<file path="src/rtl/fetch_unit.sv">
// rtl/fetch_unit.sv - instruction fetch front end: PC, imem req/ack, decode valid/ready slot, redirect squash
module fetch_unit #(
  parameter logic [31:0] RESET_PC = 32'h0000_0000
) (
  input  logic        clock,
  input  logic        reset,
  input  logic [31:0] alvoDesvio,
  input  logic        desvioTomado,
  output logic        imem_req,
  output logic [31:0] imem_addr,
  input  logic        imem_ack,
  input  logic [31:0] imem_rdata,
  output logic        inst_valid,
  output logic [31:0] inst,
  output logic [31:0] inst_pc,
  input  logic        inst_ready,
  output logic        erroAlinhamento
);

  typedef enum logic [1:0] {
    S_REQ  = 2'd0,
    S_HOLD = 2'd1,
    S_ERR  = 2'd2
  } state_t;

  state_t      state_q, state_d;
  logic [31:0] pc_q, pc_d;
  logic        req_q, req_d;
  logic [31:0] addr_q, addr_d;
  logic        valid_q, valid_d;
  logic [31:0] inst_q, inst_d;
  logic [31:0] inst_pc_q, inst_pc_d;
  logic        err_q, err_d;
  logic        pend_q, pend_d;
  logic [31:0] pend_tgt_q, pend_tgt_d;
  logic        misaligned;

  // A redirect to a non-word-aligned target halts the front end.
  assign misaligned = desvioTomado && (alvoDesvio[1:0] != 2'b00);

  // Next-state and registered-output computation for the fetch FSM.
  always_comb begin
    state_d    = state_q;
    pc_d       = pc_q;
    req_d      = req_q;
    addr_d     = addr_q;
    valid_d    = valid_q;
    inst_d     = inst_q;
    inst_pc_d  = inst_pc_q;
    err_d      = err_q;
    pend_d     = pend_q;
    pend_tgt_d = pend_tgt_q;

    if (state_q != S_ERR && misaligned) begin
      err_d   = 1'b1;
      req_d   = 1'b0;
      valid_d = 1'b0;
      state_d = S_ERR;
    end else begin
      case (state_q)
        S_REQ: begin
          if (!req_q) begin
            // First cycle out of reset: launch the initial request.
            req_d  = 1'b1;
            addr_d = desvioTomado ? alvoDesvio : pc_q;
          end else if (imem_ack) begin
            if (pend_q || desvioTomado) begin
              // Returned word belongs to a squashed path; refetch at the newest target.
              addr_d = desvioTomado ? alvoDesvio : pend_tgt_q;
              pend_d = 1'b0;
            end else begin
              inst_d    = imem_rdata;
              inst_pc_d = addr_q;
              valid_d   = 1'b1;
              pc_d      = addr_q + 32'd4;
              req_d     = 1'b0;
              state_d   = S_HOLD;
            end
          end else if (desvioTomado) begin
            // Request must stay stable until ack, so remember the redirect.
            pend_d     = 1'b1;
            pend_tgt_d = alvoDesvio;
          end
        end
        S_HOLD: begin
          if (desvioTomado) begin
            valid_d = 1'b0;
            req_d   = 1'b1;
            addr_d  = alvoDesvio;
            state_d = S_REQ;
          end else if (valid_q && inst_ready) begin
            valid_d = 1'b0;
            req_d   = 1'b1;
            addr_d  = pc_q;
            state_d = S_REQ;
          end
        end
        S_ERR: begin
        end
        default: begin
          state_d = S_ERR;
          req_d   = 1'b0;
          valid_d = 1'b0;
          err_d   = 1'b1;
        end
      endcase
    end
  end

  // State register; reset clears everything asynchronously, abandoning any request.
  always_ff @(posedge clock or posedge reset) begin
    if (reset) begin
      state_q    <= S_REQ;
      pc_q       <= RESET_PC;
      req_q      <= 1'b0;
      addr_q     <= 32'h0;
      valid_q    <= 1'b0;
      inst_q     <= 32'h0;
      inst_pc_q  <= 32'h0;
      err_q      <= 1'b0;
      pend_q     <= 1'b0;
      pend_tgt_q <= 32'h0;
    end else begin
      state_q    <= state_d;
      pc_q       <= pc_d;
      req_q      <= req_d;
      addr_q     <= addr_d;
      valid_q    <= valid_d;
      inst_q     <= inst_d;
      inst_pc_q  <= inst_pc_d;
      err_q      <= err_d;
      pend_q     <= pend_d;
      pend_tgt_q <= pend_tgt_d;
    end
  end

  assign imem_req        = req_q;
  assign imem_addr       = addr_q;
  assign inst_valid      = valid_q;
  assign inst            = inst_q;
  assign inst_pc         = inst_pc_q;
  assign erroAlinhamento = err_q;

endmodule

</file>
<file path="config.mk">
export PLATFORM = sky130hd
export DESIGN_NAME = fetch_unit
export DESIGN_NICKNAME = d
export VERILOG_FILES = /design/src/rtl/fetch_unit.sv
export SDC_FILE = /design/constraint.sdc
export NUM_CORES = 1
export LEC_CHECK = 0
export ABC_AREA = 1
export BUFFER_PORTS_ARGS = -buffer_cell sky130_fd_sc_hd__buf_2
export CORE_MARGIN = 4
export CORE_UTILIZATION = 35
export DETAILED_ROUTE_END_ITERATION = 10
export SLEW_MARGIN = 5
export SYNTH_ARGS = -nofsm -noshare
export SYNTH_HDL_FRONTEND = slang
export SYNTH_SLANG_ARGS = --single-unit
</file>
<file path="constraint.sdc">
create_clock -name clock -period 7.5 [get_ports clock]
set_input_delay 0.75 -clock clock [delete_from_list [all_inputs] [get_ports clock]]
set_output_delay 0.75 -clock clock [all_outputs]
set_load 0.02 [all_outputs]
</file>
==> run_results.csv <==
group,metric,value,unit
floorplanning,ios,168,
critical_path,cpMaxStageDelayCell,"buf_4",
outcome,outcome,"complete, no violations",
logic_synthesis,synth_edf_count,0,
job,drv_cap,0,
logic_synthesis,syn_area,7899,sq um
clock_network,cts_resized,0,
floorplanning,row_count,54,
clock_network,clk_pin_slew,0.08,ns
finish,design_area,9435,sq um
clock_network,cts.path.max_buffers,2,
power_and_ir_drop,p_leak,5.007,nW
sta,worst_pin_slew,1.089,ns
global_route,grt_first_pass_wirelength,35980,um
logic_synthesis,ys_warn_count,0,
critical_path,slowest_delay,0.84,ns
floorplanning,start_util,35.86,%
drt,drc,0,
floorplanning,die_w,158.2,um
finish,fin_cells,1439,
clock_network,cts_root_buffer,"clkbuf_16",
logic_synthesis,synth.distinct_cells,36,
sta,final-hold-violation-count,0,
clock_network,h-tree-depth,4,
place,dp_hpwl,15650,um
finish,final_layout_size_suffix_gt1_share,19.41,%
sta,tns,0,ns
finish,synthToLayoutAreaGrowth,19.45,%
drt,wl,22930,um
logic_synthesis,netlist.area_leader.share,51.64,%
power_and_ir_drop,ir_worst_vdd,0.1249,mV
power_and_ir_drop,p_seq_share,45.9,%
critical_path,path_max_fanout,112,
sta,fmax,367.1,MHz
logic_synthesis,synthArstFlopShare,100.0,%
logic_synthesis,syn_area_per_cell,7.828,sq um
sta,relSlewSlack,27.42,%
finish,final-seq-area,4079,sq um
place,io_buffers,167,
place,place_area,8801,sq um
global_route,grt_max_degree,113,
power_and_ir_drop,clkPwrFrac,49.0,%
sta,drv_slew,0,
critical_path,crit_type,"in -> reg",
drt,via_per_inst,4.927,
logic_synthesis,synth-main-ff-cell,"dfrtp_1",
drt,firstDrtPassIters,5,
power_and_ir_drop,powerDensity,206.7,nW/um^2
drt,drt_iter0_drc,641,
critical_path,worstPathCellList,"buf_2 > buf_4 > nor2_8 > nand3_4 > buf_4 > nor2_1 > o21ai_0 > nand3_1",
drt,num_vias,7090,
logic_synthesis,synthCells,1009,
global_route,grt_pass1_vias,6773,
logic_synthesis,yosysTopAreaCell,"dfrtp_1",
place,place_congestion,0.8283,
global_route,grt_overflow_total,0,
finish,multi_input_area,3177,sq um
logic_synthesis,ys_seq_elements,163,
logic_synthesis,synth.area.top_cells,"dfrtp_1, nand2_1, o21ai_0",
clock_network,cts_inserted_buffers,17,
critical_path,cp.required,7.79,ns
critical_path,critPathTopFamily,"buffers and inverters",
global_route,track_usage,18.36,%
global_route,antenna_found_initial,0,
clock_network,holdBufCountCts,0,
clock_network,clock-sinks,163,
logic_synthesis,seq_area_frac_synth,51.64,%
critical_path,crit_path_frequent_cell,"buf_4",
floorplanning,core_area,22030,sq um
drt,detail-route-antenna-nets,0,
power_and_ir_drop,p_sw,453.6,uW
critical_path,cp-start-kind,"input port",
critical_path,crit_path_end_kind,"register",
logic_synthesis,synthTopCellsByCount,"nand2_1, dfrtp_1, o21ai_0",
drt,wl_per_cell,15.94,um
critical_path,arrival,3.02,ns
clock_network,worstSkewPairLatency,0.43,ns
logic_synthesis,synth_most_common_cell,"nand2_1",
critical_path,cp_num_buf_inv,3,
power_and_ir_drop,finalPower,1.950,mW
finish,fillCellCount,2267,
floorplanning,die-height,158.2,um
floorplanning,die_area,25040,sq um
sta,period_minus_slack,2.724,ns
sta,finClkSkew,0.01515,ns
power_and_ir_drop,switching_share,23.26,%
worst_hold_path,min_path_type,"reg -> reg",
power_and_ir_drop,power.internal,1.497,mW
clock_network,tritoncts,"done",
sta,setup_viol,0,
place,post-place-cells,1408,
clock_network,post_cts_buffers,0,
sta,rsz0062_at_grt,"false",
power_and_ir_drop,combPwrFrac,5.1,%
finish,diodes,0,
sta,period_share,36.32,%
finish,nets,1217,
logic_synthesis,synth_fp_nets,1079,
final timing paths:
check / from / end / slack, ns / depth (start not counted)
max reg2reg: imem_req$_DFFE_PP0P_ / pc_q[21]$_DFFE_PP0P_ / 5.33 / 7
min in group asynchronous: reset / inst[5]$_DFFE_PP0P_ / 0.53 / 2
max in group asynchronous: reset / inst_pc[22]$_DFFE_PP0P_ / 5.64 / 3
max: desvioTomado / pc_q[21]$_DFFE_PP0P_ / 4.78 / 8
min reg2reg: erroAlinhamento$_DFFE_PP0P_ / erroAlinhamento$_DFFE_PP0P_ / 0.47 / 2
min: erroAlinhamento$_DFFE_PP0P_ / erroAlinhamento$_DFFE_PP0P_ / 0.47 / 2
area by class of cell:
type                    count  share of cell area (%)
clock buffers              18                   4.655
clock inverters            13                   2.069
inverters                  85                   3.488
multi-input cells         709                   33.67
flip-flops and latches    163                   43.23
well taps                 280                   3.713
repair buffers            171                   9.176
sequential cells by signal (all words and copies together) (netlist names):
name             flops
imem_addr           32
inst                32
pc_q                32
pend_tgt_q          32
inst_pc             30
state_q              2
erroAlinhamento      1
imem_req             1
pend_q               1
per-layer routing:
layer  global-route usage (%)  part of all wire (%)  vias to the layer above
li1                         -                     -                     3475
met1                    24.80                    45                     3393
met2                    30.58                    48                      203
met3                    3.390                   5.6                       19
met4                    4.671                   1.4                        0
met5                        0                     0                        -
worst min-delay path, stage by stage (launching register included):
cell and delay (ns):
dfrtp_1 0.35, inv_1 0.04, nand2_1 0.05
power groups by stage:
stage	registers (mW)	logic, mW	clock network (mW)
after floorplan	0.912	0.0663	0
after global placement	0.912	0.0995	0
after detailed placement	0.912	0.101	0
after CTS	0.895	0.102	0.972
after global routing	0.896	0.115	1.01
final	0.895	0.0991	0.956
cell families (layout without fill, tap and decap cells):
kind of cell,after synthesis,count (layout),synth area share (%)
adder cells (fa/ha/maj),1,1,0.1584
AO/OA/AOI/OAI,177,177,12.15
XOR/XNOR,5,5,0.5544
AND/OR/NAND/NOR,526,526,27.36
flip-flops,163,163,51.64
buffers and inverters,137,287,8.142
through the flow:
stage | setup slack (ns) | hold slack (ns) | util (%)
after floorplan | 2.345 | 0.4439 | -
after global placement | 4.398 | 0.4428 | 39.96
after detailed placement | 4.340 | 0.4600 | 39.96
after CTS | 4.765 | 0.4782 | 42.84
after global routing | 4.495 | 0.4937 | 42.84
final | 4.776 | 0.4698 | 42.84
cells in the final DEF (no fill, tap or decap), types with 2 or more instances in the layout:
master and instances:
a31oi_1 8, buf_4 4, dfrtp_1 163, xor2_1 5, inv_1 79, buf_2 167
clkbuf_16 17, o21ai_1 31, nand3b_1 2, nand3_2 3, o211ai_1 4, nand2_2 2
nand2_1 396, o21ai_0 116, inv_2 3, inv_6 7, nor2_2 3, nor2_1 50
or2_2 3, bufinv_16 4, nor3_1 3, a21boi_0 15, inv_4 2, clkinv_4 2
nand3_1 50, nand4_1 7
Power figures use the tool's default switching activity.
